## config.mk

```make
export PLATFORM = sky130hd
export DESIGN_NAME = image_frame_parser_flat
export DESIGN_NICKNAME = d
export VERILOG_FILES = /design/src/rtl/image_frame_parser_if.sv /design/src/rtl/image_frame_parser.sv /design/src/flat_wrapper.sv
export SDC_FILE = /design/constraint.sdc
export NUM_CORES = 1
export LEC_CHECK = 0
export CORE_ASPECT_RATIO = 1.5
export CORE_MARGIN = 4
export CORE_UTILIZATION = 25
export DETAILED_ROUTE_END_ITERATION = 12
export GPL_TIMING_DRIVEN = 0
export SETUP_SLACK_MARGIN = 0.05
export SLEW_MARGIN = 0
export SYNTH_ARGS = -nofsm -noshare
export SYNTH_HDL_FRONTEND = slang
export SYNTH_SLANG_ARGS = --single-unit
```

## constraint.sdc

```tcl
create_clock -name clk -period 2.7 [get_ports clk]
set_clock_uncertainty 0.2 [all_clocks]
set_input_delay 0.81 -clock clk [delete_from_list [all_inputs] [get_ports clk]]
set_output_delay 0.81 -clock clk [all_outputs]
set_load 0.02 [all_outputs]
```

## src/rtl/image_frame_parser_if.sv

```systemverilog
// image_frame_parser_if: byte stream in from the UART receiver, framed payload strobes out to storage.
// master: upstream side (drives rx_byte/rx_valid, observes the parser outputs)
// slave:  parser side (consumes rx_byte/rx_valid, drives data_out/data_valid/image_start/
//         image_end/frame_error/char_count)
interface image_frame_parser_if;
    logic [7:0]  rx_byte;
    logic        rx_valid;
    logic [7:0]  data_out;
    logic        data_valid;
    logic        image_start;
    logic        image_end;
    logic        frame_error;
    logic [13:0] char_count;
    modport master (
        output rx_byte, rx_valid,
        input  data_out, data_valid, image_start, image_end, frame_error, char_count
    );
    modport slave (
        input  rx_byte, rx_valid,
        output data_out, data_valid, image_start, image_end, frame_error, char_count
    );
endinterface

```

## src/rtl/image_frame_parser.sv

```systemverilog
// image_frame_parser: finds the "IMG:" header, forwards base64 payload bytes, closes the frame on LF.
// Ports: clk; reset (synchronous, active-high); bus (slave) carries rx_byte/rx_valid in and
// data_out/data_valid/image_start/image_end/frame_error/char_count out.
module image_frame_parser #(
    parameter int EXPECTED_CHARS = 10240,
    parameter int TIMEOUT_CYCLES = 2700000,
    parameter int END_DELAY      = 32
) (
    input logic                 clk,
    input logic                 reset,
    image_frame_parser_if.slave bus
);
    localparam int DW = $clog2(END_DELAY);
    typedef enum logic [1:0] {HUNT, PAYLOAD, END_WAIT, ERROR_WAIT} state_t;
    state_t        state, state_nx;
    logic [1:0]    hdr_idx, hdr_idx_nx;
    logic [21:0]   timer, timer_nx;
    logic [DW-1:0] dly, dly_nx;
    logic [7:0]    data_out, data_out_nx;
    logic          data_valid, data_valid_nx;
    logic          image_start, image_start_nx;
    logic          image_end, image_end_nx;
    logic          frame_error, frame_error_nx;
    logic [13:0]   char_count, char_count_nx;
    logic [7:0]    hdr_byte;
    logic          is_b64;
    assign hdr_byte = hdr_idx == 2'd0 ? 8'h49 : hdr_idx == 2'd1 ? 8'h4D : hdr_idx == 2'd2 ? 8'h47 : 8'h3A;
    assign is_b64 = (bus.rx_byte >= 8'h41 && bus.rx_byte <= 8'h5A) ||
                    (bus.rx_byte >= 8'h61 && bus.rx_byte <= 8'h7A) ||
                    (bus.rx_byte >= 8'h30 && bus.rx_byte <= 8'h39) ||
                    bus.rx_byte == 8'h2B || bus.rx_byte == 8'h2F || bus.rx_byte == 8'h3D;
    always_ff @(posedge clk) begin
        if (reset) begin
            state       <= HUNT;
            hdr_idx     <= '0;
            timer       <= '0;
            dly         <= '0;
            data_out    <= '0;
            data_valid  <= 1'b0;
            image_start <= 1'b0;
            image_end   <= 1'b0;
            frame_error <= 1'b0;
            char_count  <= '0;
        end else begin
            state       <= state_nx;
            hdr_idx     <= hdr_idx_nx;
            timer       <= timer_nx;
            dly         <= dly_nx;
            data_out    <= data_out_nx;
            data_valid  <= data_valid_nx;
            image_start <= image_start_nx;
            image_end   <= image_end_nx;
            frame_error <= frame_error_nx;
            char_count  <= char_count_nx;
        end
    end
    always_comb begin
        state_nx       = state;
        hdr_idx_nx     = hdr_idx;
        timer_nx       = timer;
        dly_nx         = dly;
        data_out_nx    = data_out;
        data_valid_nx  = 1'b0;
        image_start_nx = 1'b0;
        image_end_nx   = 1'b0;
        frame_error_nx = frame_error;
        char_count_nx  = char_count;
        case (state)
            HUNT: begin
                if (bus.rx_valid) begin
                    if (bus.rx_byte == hdr_byte && hdr_idx == 2'd3) begin
                        image_start_nx = 1'b1;
                        char_count_nx  = '0;
                        frame_error_nx = 1'b0;
                        hdr_idx_nx     = '0;
                        timer_nx       = '0;
                        state_nx       = PAYLOAD;
                    end else if (bus.rx_byte == hdr_byte) begin
                        hdr_idx_nx = hdr_idx + 2'd1;
                    end else begin
                        // a stray 'I' can itself start a fresh header
                        hdr_idx_nx = bus.rx_byte == 8'h49 ? 2'd1 : 2'd0;
                    end
                end
            end
            PAYLOAD: begin
                if (bus.rx_valid) begin
                    timer_nx = '0;
                    if (is_b64) begin
                        data_out_nx   = bus.rx_byte;
                        data_valid_nx = 1'b1;
                        char_count_nx = &char_count ? char_count : char_count + 14'd1;
                    end else if (bus.rx_byte == 8'h0A) begin
                        frame_error_nx = frame_error | (char_count != 14'(EXPECTED_CHARS));
                        dly_nx         = DW'(1);
                        state_nx       = END_WAIT;
                    end else if (bus.rx_byte != 8'h0D) begin
                        frame_error_nx = 1'b1;
                        dly_nx         = DW'(1);
                        state_nx       = ERROR_WAIT;
                    end
                end else if (timer == 22'(TIMEOUT_CYCLES - 1)) begin
                    frame_error_nx = 1'b1;
                    dly_nx         = DW'(1);
                    state_nx       = ERROR_WAIT;
                end else begin
                    timer_nx = timer + 22'd1;
                end
            end
            END_WAIT, ERROR_WAIT: begin
                // the cycle that entered the wait counts as the first of END_DELAY,
                // so image_end lands END_DELAY cycles after the terminating byte
                if (dly == DW'(END_DELAY - 1)) begin
                    image_end_nx = 1'b1;
                    hdr_idx_nx   = '0;
                    state_nx     = HUNT;
                end else begin
                    dly_nx = dly + DW'(1);
                end
            end
        endcase
    end
    assign bus.data_out    = data_out;
    assign bus.data_valid  = data_valid;
    assign bus.image_start = image_start;
    assign bus.image_end   = image_end;
    assign bus.frame_error = frame_error;
    assign bus.char_count  = char_count;
endmodule

```

## src/flat_wrapper.sv

```systemverilog
// flat-port wrapper written by rule: the top's interface ports become plain ports
module image_frame_parser_flat 
#(
    parameter int EXPECTED_CHARS = 10240,
    parameter int TIMEOUT_CYCLES = 2700000,
    parameter int END_DELAY      = 32
)
  (clk, reset, bus_rx_byte, bus_rx_valid, bus_data_out, bus_data_valid, bus_image_start, bus_image_end, bus_frame_error, bus_char_count);
  image_frame_parser_if bus_i ();
  input logic clk;
  input logic reset;
  input wire logic [$bits(bus_i.rx_byte)-1:0] bus_rx_byte;
  input wire logic [$bits(bus_i.rx_valid)-1:0] bus_rx_valid;
  output wire logic [$bits(bus_i.data_out)-1:0] bus_data_out;
  output wire logic [$bits(bus_i.data_valid)-1:0] bus_data_valid;
  output wire logic [$bits(bus_i.image_start)-1:0] bus_image_start;
  output wire logic [$bits(bus_i.image_end)-1:0] bus_image_end;
  output wire logic [$bits(bus_i.frame_error)-1:0] bus_frame_error;
  output wire logic [$bits(bus_i.char_count)-1:0] bus_char_count;
  assign bus_i.rx_byte = bus_rx_byte;
  assign bus_i.rx_valid = bus_rx_valid;
  assign bus_data_out = bus_i.data_out;
  assign bus_data_valid = bus_i.data_valid;
  assign bus_image_start = bus_i.image_start;
  assign bus_image_end = bus_i.image_end;
  assign bus_frame_error = bus_i.frame_error;
  assign bus_char_count = bus_i.char_count;
  image_frame_parser #(.EXPECTED_CHARS(EXPECTED_CHARS), .TIMEOUT_CYCLES(TIMEOUT_CYCLES), .END_DELAY(END_DELAY)) u_core (.clk(clk), .reset(reset), .bus(bus_i));
endmodule
```

# After elaboration in Yosys (flattened, before gate mapping)
# Index checks and enable logic that the tools add are counted.
op_classes:
  shift: 0
  eq_ne: 27
  bitwise_logic: 5
  n_reduce_logical: 26
  n_addsub: 4
  n_mul: 0
  n_div: 0
  n_lt_le_gt_ge: 6
  mux: 46
op_table:
  columns: ["operator", "n"]
  rows:
  - ["22-bit two-way mux", 4]
  - ["14-bit two-way mux", 5]
  - ["22-bit one-hot mux with 2 select lines", 1]
  - ["5-bit two-way mux", 6]
  - ["14-bit one-hot mux with 2 select lines", 1]
  - ["8-bit by 6-bit == test with 1-bit output, second input constant", 3]
  - ["22-bit by 1-bit adder with 22-bit output, second input constant", 1]
  - ["22-bit == test, second input constant", 1]
  - ["2-bit two-way mux", 11]
  - ["6-bit AND reduction", 3]
  - ["8-bit by 7-bit >= comparator with 1-bit output, second input constant", 2]
  - ["8-bit by 7-bit less-or-equal comparator with 1-bit output, second input constant", 2]
  - ["8-bit two-way mux", 2]
  - ["14-bit by 1-bit adder with 14-bit output, second input constant", 1]
  - ["14-bit inequality test, second input constant", 1]
  - ["14-bit AND reduction", 1]
  - ["1-bit two-way mux", 11]
  - ["5-bit one-hot mux with 2 select lines", 1]
  - ["2-bit == test, second input constant", 4]
  - ["8-bit by 4-bit == test with 1-bit output, second input constant", 1]
  - ["8-bit by 7-bit == test with 1-bit output, second input constant", 1]
  - ["8-bit == test", 1]
  - ["8-bit by 6-bit >= comparator with 1-bit output, second input constant", 1]
  - ["8-bit by 6-bit less-or-equal comparator with 1-bit output, second input constant", 1]
  - ["25 further kinds", 48]
word_totals:
  in_bits: 11
  latch_bits: 0
  mem_count: 0
  ram_bits: 0
  ff_bits: 57
  mem_bits_ro: 0

# Logic depth before layout (Yosys ltp)
# Gate-level depths: netlist of run 1.
depth:
  ltp_word: 10
  ltp_mapped: 10
  ltp_nobuf: 8

# Worst setup path after synthesis of run 1
# OpenSTA, ideal clock, no wires.
synth_path:
  kind: "input -> register"
  from: "input bus_rx_byte[1]"
  to: "register u_core.state[0]"
  n_path_buf: 2
  setup_slack_ps: -92
  path_stages: 8
  t_arrival_ps: 2460
  setup_time_ps: 131
  cell_sequence: "buf_2 -> or4_1 -> o21ai_2 -> o22ai_1 -> and3_1 -> buf_2 -> o311ai_1 -> o41ai_1"
synth_between:
  elab_chain_len: 9
synth_lines:
  columns: ["element", "line", "source"]
  rows:
  - ["start, declared", "flat_wrapper.sv:12", "input wire logic [$bits(bus_i.rx_byte)-1:0] bus_rx_byte;"]
  - ["8-bit by 7-bit >= comparator with 1-bit output, or another cell as far along", "image_frame_parser.sv:28", "assign is_b64 = (bus.rx_byte >= 8'h41 && bus.rx_byte <= 8'h5A) ||"]
  - ["1-bit logical AND, on equally long branches", "image_frame_parser.sv:28, image_frame_parser.sv:29", null]
  - ["1-bit logical OR", "image_frame_parser.sv:28", null]
  - ["1-bit logical OR", "image_frame_parser.sv:29", "(bus.rx_byte >= 8'h61 && bus.rx_byte <= 8'h7A) ||"]
  - ["1-bit logical OR", "image_frame_parser.sv:30", "(bus.rx_byte >= 8'h30 && bus.rx_byte <= 8'h39) ||"]
  - ["1-bit logical OR (2 in series)", "image_frame_parser.sv:31", "bus.rx_byte == 8'h2B || bus.rx_byte == 8'h2F || bus.rx_byte == 8'h3D;"]
  - ["3-bit inequality test (no line)", null, null]
  - ["6-bit AND reduction (no line)", null, null]
  - ["end signal, assigned", "image_frame_parser.sv:45", "state <= state_nx;"]
  - ["end, declared", "image_frame_parser.sv:15", "state_t state, state_nx;"]
# Parallel ways exist; a longest one is shown, timed or not. The select of a mux whose other input is x is not followed.
# A chain may end at the register's enable or synchronous reset.

# Final worst setup path of run 1
layout_path:
  from: "input bus_rx_byte[4]"
  to: "register u_core.char_count[11], in the netlist u_core.bus.char_count[11]"
layout_between:
  elab_chain_len: 9
layout_lines:
  columns: ["element", "line", "source"]
  rows:
  - ["8-bit by 7-bit >= comparator with 1-bit output, or another cell as far along", "image_frame_parser.sv:28", null]
  - ["1-bit logical AND, on equally long branches", "image_frame_parser.sv:28, image_frame_parser.sv:29", null]
  - ["1-bit logical OR", "image_frame_parser.sv:28", null]
  - ["1-bit logical OR", "image_frame_parser.sv:29", null]
  - ["1-bit logical OR", "image_frame_parser.sv:30", null]
  - ["1-bit logical OR (2 in series)", "image_frame_parser.sv:31", null]
  - ["2-bit by 1-bit inequality test with 1-bit output (no line)", null, null]
  - ["6-bit AND reduction (no line) *", null, null]
  - ["end signal, assigned", "image_frame_parser.sv:54", "char_count <= char_count_nx;"]
  - ["end, declared", "image_frame_parser.sv:24", "logic [13:0] char_count, char_count_nx;"]
# Mark *: on every way between the ends. The rest lies on a longest branch, timed or not.

==> flow_summary.ini, run 1 <==
[final_layout]
diodes = 0
fin_util_pct = 33.9
nets = 448
layout_common_cells = 55 x dfxtp_1, 34 x nor2_1, 29 x nand2_1, 26 x clkdlybuf4s50_1, 25 x a21oi_1
final_area_um2 = 4230
area_growth_pct = 33.9
mostFrequentLayoutCell = dfxtp_1
fillers = 1261
layout-drive-gt1-share_pct = 17.4

[worst_setup_path]
crit_family = simple AND/OR/NAND/NOR gates
crit_fanout = 10
reg2reg_slack_ps = 170
critical_path.startpoint = bus_rx_byte[4]
criticalPathCategory = in2reg
crit_path_end_kind = flop
cpMostUsedCell = buf_8
critPathArrivalTime_ps = 2660
reg2reg_from = u_core.timer[5]
startpoint_type = input pin
path_buf_inv = 2
cp.required_ps = 2770
critical_path.max_stage_delay_ps = 530
cp_cell_sequence = buf_8, or4b_4, nand2_2, a31o_2, buf_8, o211ai_2, or4_1, a21oi_1
critPathSlowestCell = or4b_4

[synth]
async_flop_share_pct = 0
synth_xor_area_share_pct = 4.99
muxShareOfSynthArea_pct = 2.85
synth_flop_cell = dfxtp_1
synth_adder_area_share_pct = 3.96
synth-compound-area-share_pct = 16.1
ys_types = 56
ys_ff_latch = 57
syn_avg_cell_area_um2 = 8.31
syn_inst = 380
yosysSeqAreaShare_pct = 36.1
synthTopCellsByArea = dfxtp_1 36%, nand4_1 4.2%, a21oi_1 4.1%
synth_top_family_by_area = simple AND/OR/NAND/NOR gates
ys.warnings.count = 0
synth.largest_area_cell = dfxtp_1
syn_area_um2 = 3160
synthSimpleGateAreaFrac_pct = 30.9
synth_nets = 401
synth_edf_count = 0
yosysTopAreaCellShare_pct = 36.1

[min_path]
hp-start = u_core.bus.data_out[7]
worstHoldPathType = reg2reg

[pwr]
power.leakage_nw = 1.44
pwr-share-seq_pct = 41.7
pwr-share-comb_pct = 5.1
ir_drop_mv = 0.215
intPower_w = 0.00155
p_per_area_nw_per_um2 = 477
p_sw_w = 0.000469
clockPowerShare_pct = 53.2
swShare_pct = 23.3

[placed_design]
placed_cell_area_um2 = 3670
post-dp-hpwl_mm = 6.07
port_buffers = 27
gp_congestion = 0.837

[drt]
wirelength_mm = 8.77
ant_nets = 0
routedWlPerCell_um = 14.9
dr.pass1.iters = 5
viasPerCell = 5.26
first_iter_violations = 196
via_count = 3094
drc = 0

[grt]
grt_max_degree = 11
grt.total_usage_pct = 12.2
first_global_vias = 2975
grt_pass1_wl_mm = 14.5
antenna_found_initial = 0
overflow = 0

[timing]
drv_slew = 0
setup_violations = 0
fmax_mhz = 385
finalCriticalPeriod_ps = 2600
hold_viol = 0
fin_hold_ws_ps = 286
tightestPinTransition_ps = 585
rsz0062_at_grt = no
max_slew_margin_pct = 61.0
fin_crit_sh_pct = 96.2

[clock_tree]
htreeDepth = 3
clock_path_buffers = 2
cts_inserted_buffers = 9
tritoncts = yes
clock_latency_ps = 340
clk_pin_slew_ps = 50
cts-root-buf = clkbuf_16
cts_hold_buf = 0
cts.sinks = 57

[floorplanning]
io_pins = 37
coreArea_um2 = 12400
dieArea_um2 = 14500
dieHeight_um = 146
start_util_pct = 25.4
rows = 50
die_w_um = 99.8

[job]
maxCapViolations = 0

[outcome]
status = finished clean
-- cell type report --
cell class / instances / area (um^2) / share of cell area, %
inverter: 12 / 45.0 / 1.07
buffer: 21 / 165 / 3.91
multi-input combinational: 291 / 2050 / 48.4
timing repair buffer: 35 / 343 / 8.11
sequential: 57 / 1150 / 27.2
clock inverter: 4 / 27.5 / 0.651
clock buffer: 12 / 256 / 6.07
tap: 156 / 195 / 4.62
-- state kept, by name, summed over array words and instances (netlist names) --
signal,cells
u_core.bus.image_start,1
u_core.dly,5
u_core.bus.frame_error,1
u_core.bus.data_valid,1
u_core.bus.data_out,8
u_core.hdr_idx,2
u_core.bus.image_end,1
u_core.bus.char_count,14
u_core.state,2
u_core.timer,22
-- what timing repair did --
item                                    in CTS  in global routing
endpoints found under the setup margin      38                 44
gates resized for setup                     12                 38
cloned                                       0                  3
buffers inserted                             0                  6
hold endpoints to repair                     0                  0
pin swaps                                    0                  9
-- cell families after synthesis --
family                   Yosys count
buffers and inverters             33
XOR/XNOR                          18
AND/OR/NAND/NOR                  175
flip-flops                        57
AO/OA/AOI/OAI                     78
adder cells (fa/ha/maj)           10
multiplexers                       9
-- power groups by stage --
stage               sequential (W)  combinational (W)  clock [W]
global placement          0.000860          0.0000797          0
floorplan                 0.000860          0.0000588          0
finish                    0.000840           0.000102    0.00107
global route              0.000839           0.000111    0.00113
CTS                       0.000842          0.0000824    0.00110
detailed placement        0.000860          0.0000806          0
-- cells in the mapped netlist (4+ instances only) --
cell      number
dfxtp_1       57
nor2_1        34
nand2_1       30
a21oi_1       26
nand4_1       21
o21ai_0       19
nand3_1       18
or3_1         17
xor2_1        13
inv_1         12
ha_1          10
and3_1         9
clkbuf_1       9
mux2i_1        9
buf_2          8
nor4_1         7
nor3_1         6
or4_1          6
nor4b_1        5
xnor2_1        5
a31oi_1        4
o31ai_1        4
-- path summary, 6_finish.rpt --
path | cells past startpoint | to
setup / recovery | 8 | u_core.bus.char_count[11]
hold / removal | 1 | u_core.bus.data_out[7]
setup reg to reg | 6 | u_core.state[0]
hold reg to reg | 1 | u_core.bus.data_out[7]
-- per-stage QoR --
stage          TNS [ps]  total power, W  instances  worst slack, ps
2_1_floorplan      -399        0.000918        380            -60.2
3_3_place_gp     -29510        0.000939        563             -768
3_5_place_dp     -31330        0.000940        563             -827
4_1_cts               0         0.00202        579             34.2
5_1_grt               0         0.00208        588             52.1
6_report              0         0.00202        588              102
-- layer usage --
layer  global-route usage (%)  wire length (um)  vias to the layer above  share of wire, %
li1                         -                 -                     1512                 -
met3                     2.78               282                       16               3.2
met4                     6.15               204                        0               2.3
met2                     22.3              4860                       62                55
met5                        0                 0                        -                 0
met1                     12.7              3420                     1504                39
No activity file was read; power rests on OpenSTA's default activity.
==> run 2: changes to the inputs <==
CORE_UTILIZATION = 45   (was 25)
CTS_CLUSTER_DIAMETER = 40   (was default)
HOLD_SLACK_MARGIN = 0.03   (was default)
PLACE_DENSITY = 0.69   (was default)
==> run 2 against run 1 <==
  * Sequential cell count unchanged
  * Wire length decreased by 6.7%
  * Critical path type unchanged
  * Largest power group is now registers
  * Via count shrank 2.6%
  * Core utilization grew 23 points
  * Largest cell class unchanged
==> flow_summary.ini, run 2 (synthesis results as in run 1) <==
[outcome]
status = finished clean

[drt]
via_count = 3015
ant_nets = 0
dr.pass1.iters = 5
wirelength_mm = 8.18
routedWlPerCell_um = 16.3
first_iter_violations = 177
viasPerCell = 6.01
drc = 0

[grt]
overflow = 0
antenna_found_initial = 0
first_global_vias = 2858
grt_pass1_wl_mm = 13.6
grt.total_usage_pct = 19.7
grt_max_degree = 11

[final_layout]
layout_common_cells = 55 x dfxtp_1, 34 x nor2_1, 30 x nand2_1, 26 x a21oi_1, 26 x clkdlybuf4s50_1
final_area_um2 = 3900
layout-drive-gt1-share_pct = 14.2
largest_reg_flops = 22
mostFrequentLayoutCell = dfxtp_1
regMostFlops = u_core.timer
fillers = 641
area_growth_pct = 23.7
nets = 440
diodes = 0
reg_top3 = u_core.timer x22, u_core.bus.char_count x14, u_core.bus.data_out x8

[min_path]
whs_path_depth = 2
worstHoldPathType = reg2reg

[clock_tree]
cts-root-buf = clkbuf_8
cts_inserted_buffers = 9
post_cts_buffers = 0
cts.sinks = 57
cts_hold_buf = 0
clock_path_buffers = 2
clk_pin_slew_ps = 60
tritoncts = yes
clock_latency_ps = 350
htreeDepth = 3

[timing]
setup_violations = 0
fin_crit_sh_pct = 96.6
rsz0062_at_grt = yes
drv_slew = 0
tightestPinTransition_ps = 620
hold_viol = 0
finalCriticalPeriod_ps = 2610
tns_ps = 0
fmax_mhz = 384
fin_hold_ws_ps = 291
max_slew_margin_pct = 58.2

[placed_design]
placed_cell_area_um2 = 3570
gp_congestion = 0.881
port_buffers = 27
post-dp-hpwl_mm = 5.84

[worst_setup_path]
crit_fanout = 10
r2r_cells = 7
cp.required_ps = 2770
critical_path.max_stage_delay_ps = 580
criticalPathCategory = in2reg
cp_cell_sequence = buf_2, or4_4, o21ai_4, o41ai_2, o211ai_4, or4_1, a21oi_1
critPathArrivalTime_ps = 2670
crit_path_end_kind = flop
startpoint_type = input pin
critPathSlowestCell = o41ai_2

[floorplanning]
rows = 37
start_util_pct = 46.1
coreArea_um2 = 6850
dieHeight_um = 111
io_pins = 37
die_w_um = 76.4
dieArea_um2 = 8450

[pwr]
p_per_area_nw_per_um2 = 448
ir_drop_mv = 0.277
power.leakage_nw = 1.35

[job]
maxCapViolations = 0
[run 2: cell types whose count changed in the layout (fill, tap and decap cells not counted), moves of 2 or more]
cell,previous run,this run
buf_4,8,2
clkbuf_8,2,11
clkbuf_16,10,0
clkinvlp_4,3,1
[run 2: routing by layer]
layer | vias up | global-route usage [%] | share of wire, %
li1 | 1491 | - | -
met1 | 1438 | 20.1 | 39
met2 | 68 | 36.9 | 55
met3 | 18 | 5.06 | 4.2
met4 | 0 | 8.83 | 2.3
met5 | - | 0 | 0
[run 2: power breakdown]
group | total, W | switching, W | internal (W)
clock | 0.000821 | 0.000345 | 0.000476
combinational | 0.0000890 | 0.0000602 | 0.0000287
sequential | 0.000840 | 0.0000000688 | 0.000840
[run 2: per-stage QoR]
step	setup WS (ps)	power (W)	utilization [%]	instances
5_1_grt	-9.81	0.00183	57.0	502
4_1_cts	57.8	0.00177	55.6	501
2_1_floorplan	-60.2	0.000918	-	380
6_report	92.8	0.00175	57.0	502
3_5_place_dp	-806	0.000940	52.2	485
3_3_place_gp	-771	0.000939	52.2	485
[run 2: path summary, 6_finish.rpt]
check	start	endpoint	slack (ps)
worst max-delay path	bus_rx_byte[1]	u_core.bus.char_count[13]	90
worst min-delay path	u_core.bus.data_out[5]	u_core.bus.data_out[5]	290
worst max register to register	u_core.timer[0]	u_core.bus.frame_error	120
worst min register to register	u_core.bus.data_out[5]	u_core.bus.data_out[5]	290
[run 2: what timing repair did]
| action | CTS | global route |
|---|---|---|
| endpoints found under the setup margin | 38 | 44 |
| gates resized for setup | 13 | 21 |
| pin swaps | 0 | 6 |
| cloned | 0 | 1 |
[run 2: worst max-delay path: cells and delay by family]
family	cells	cell delay [ps]
buffers and inverters	1	200
AND/OR/NAND/NOR	2	670
AO/OA/AOI/OAI	4	990
[run 2: cell type report]
type / instances / area (um^2) / share of cell area (%)
Multi-Input combinational cell: 291 / 1990 / 51.1
Sequential cell: 57 / 1150 / 29.4
Timing Repair Buffer: 27 / 268 / 6.86
Clock buffer: 12 / 155 / 3.97
Buffer: 21 / 148 / 3.78
Tap cell: 78 / 97.6 / 2.50
Clock inverter: 4 / 51.3 / 1.31
Inverter: 12 / 45.0 / 1.15
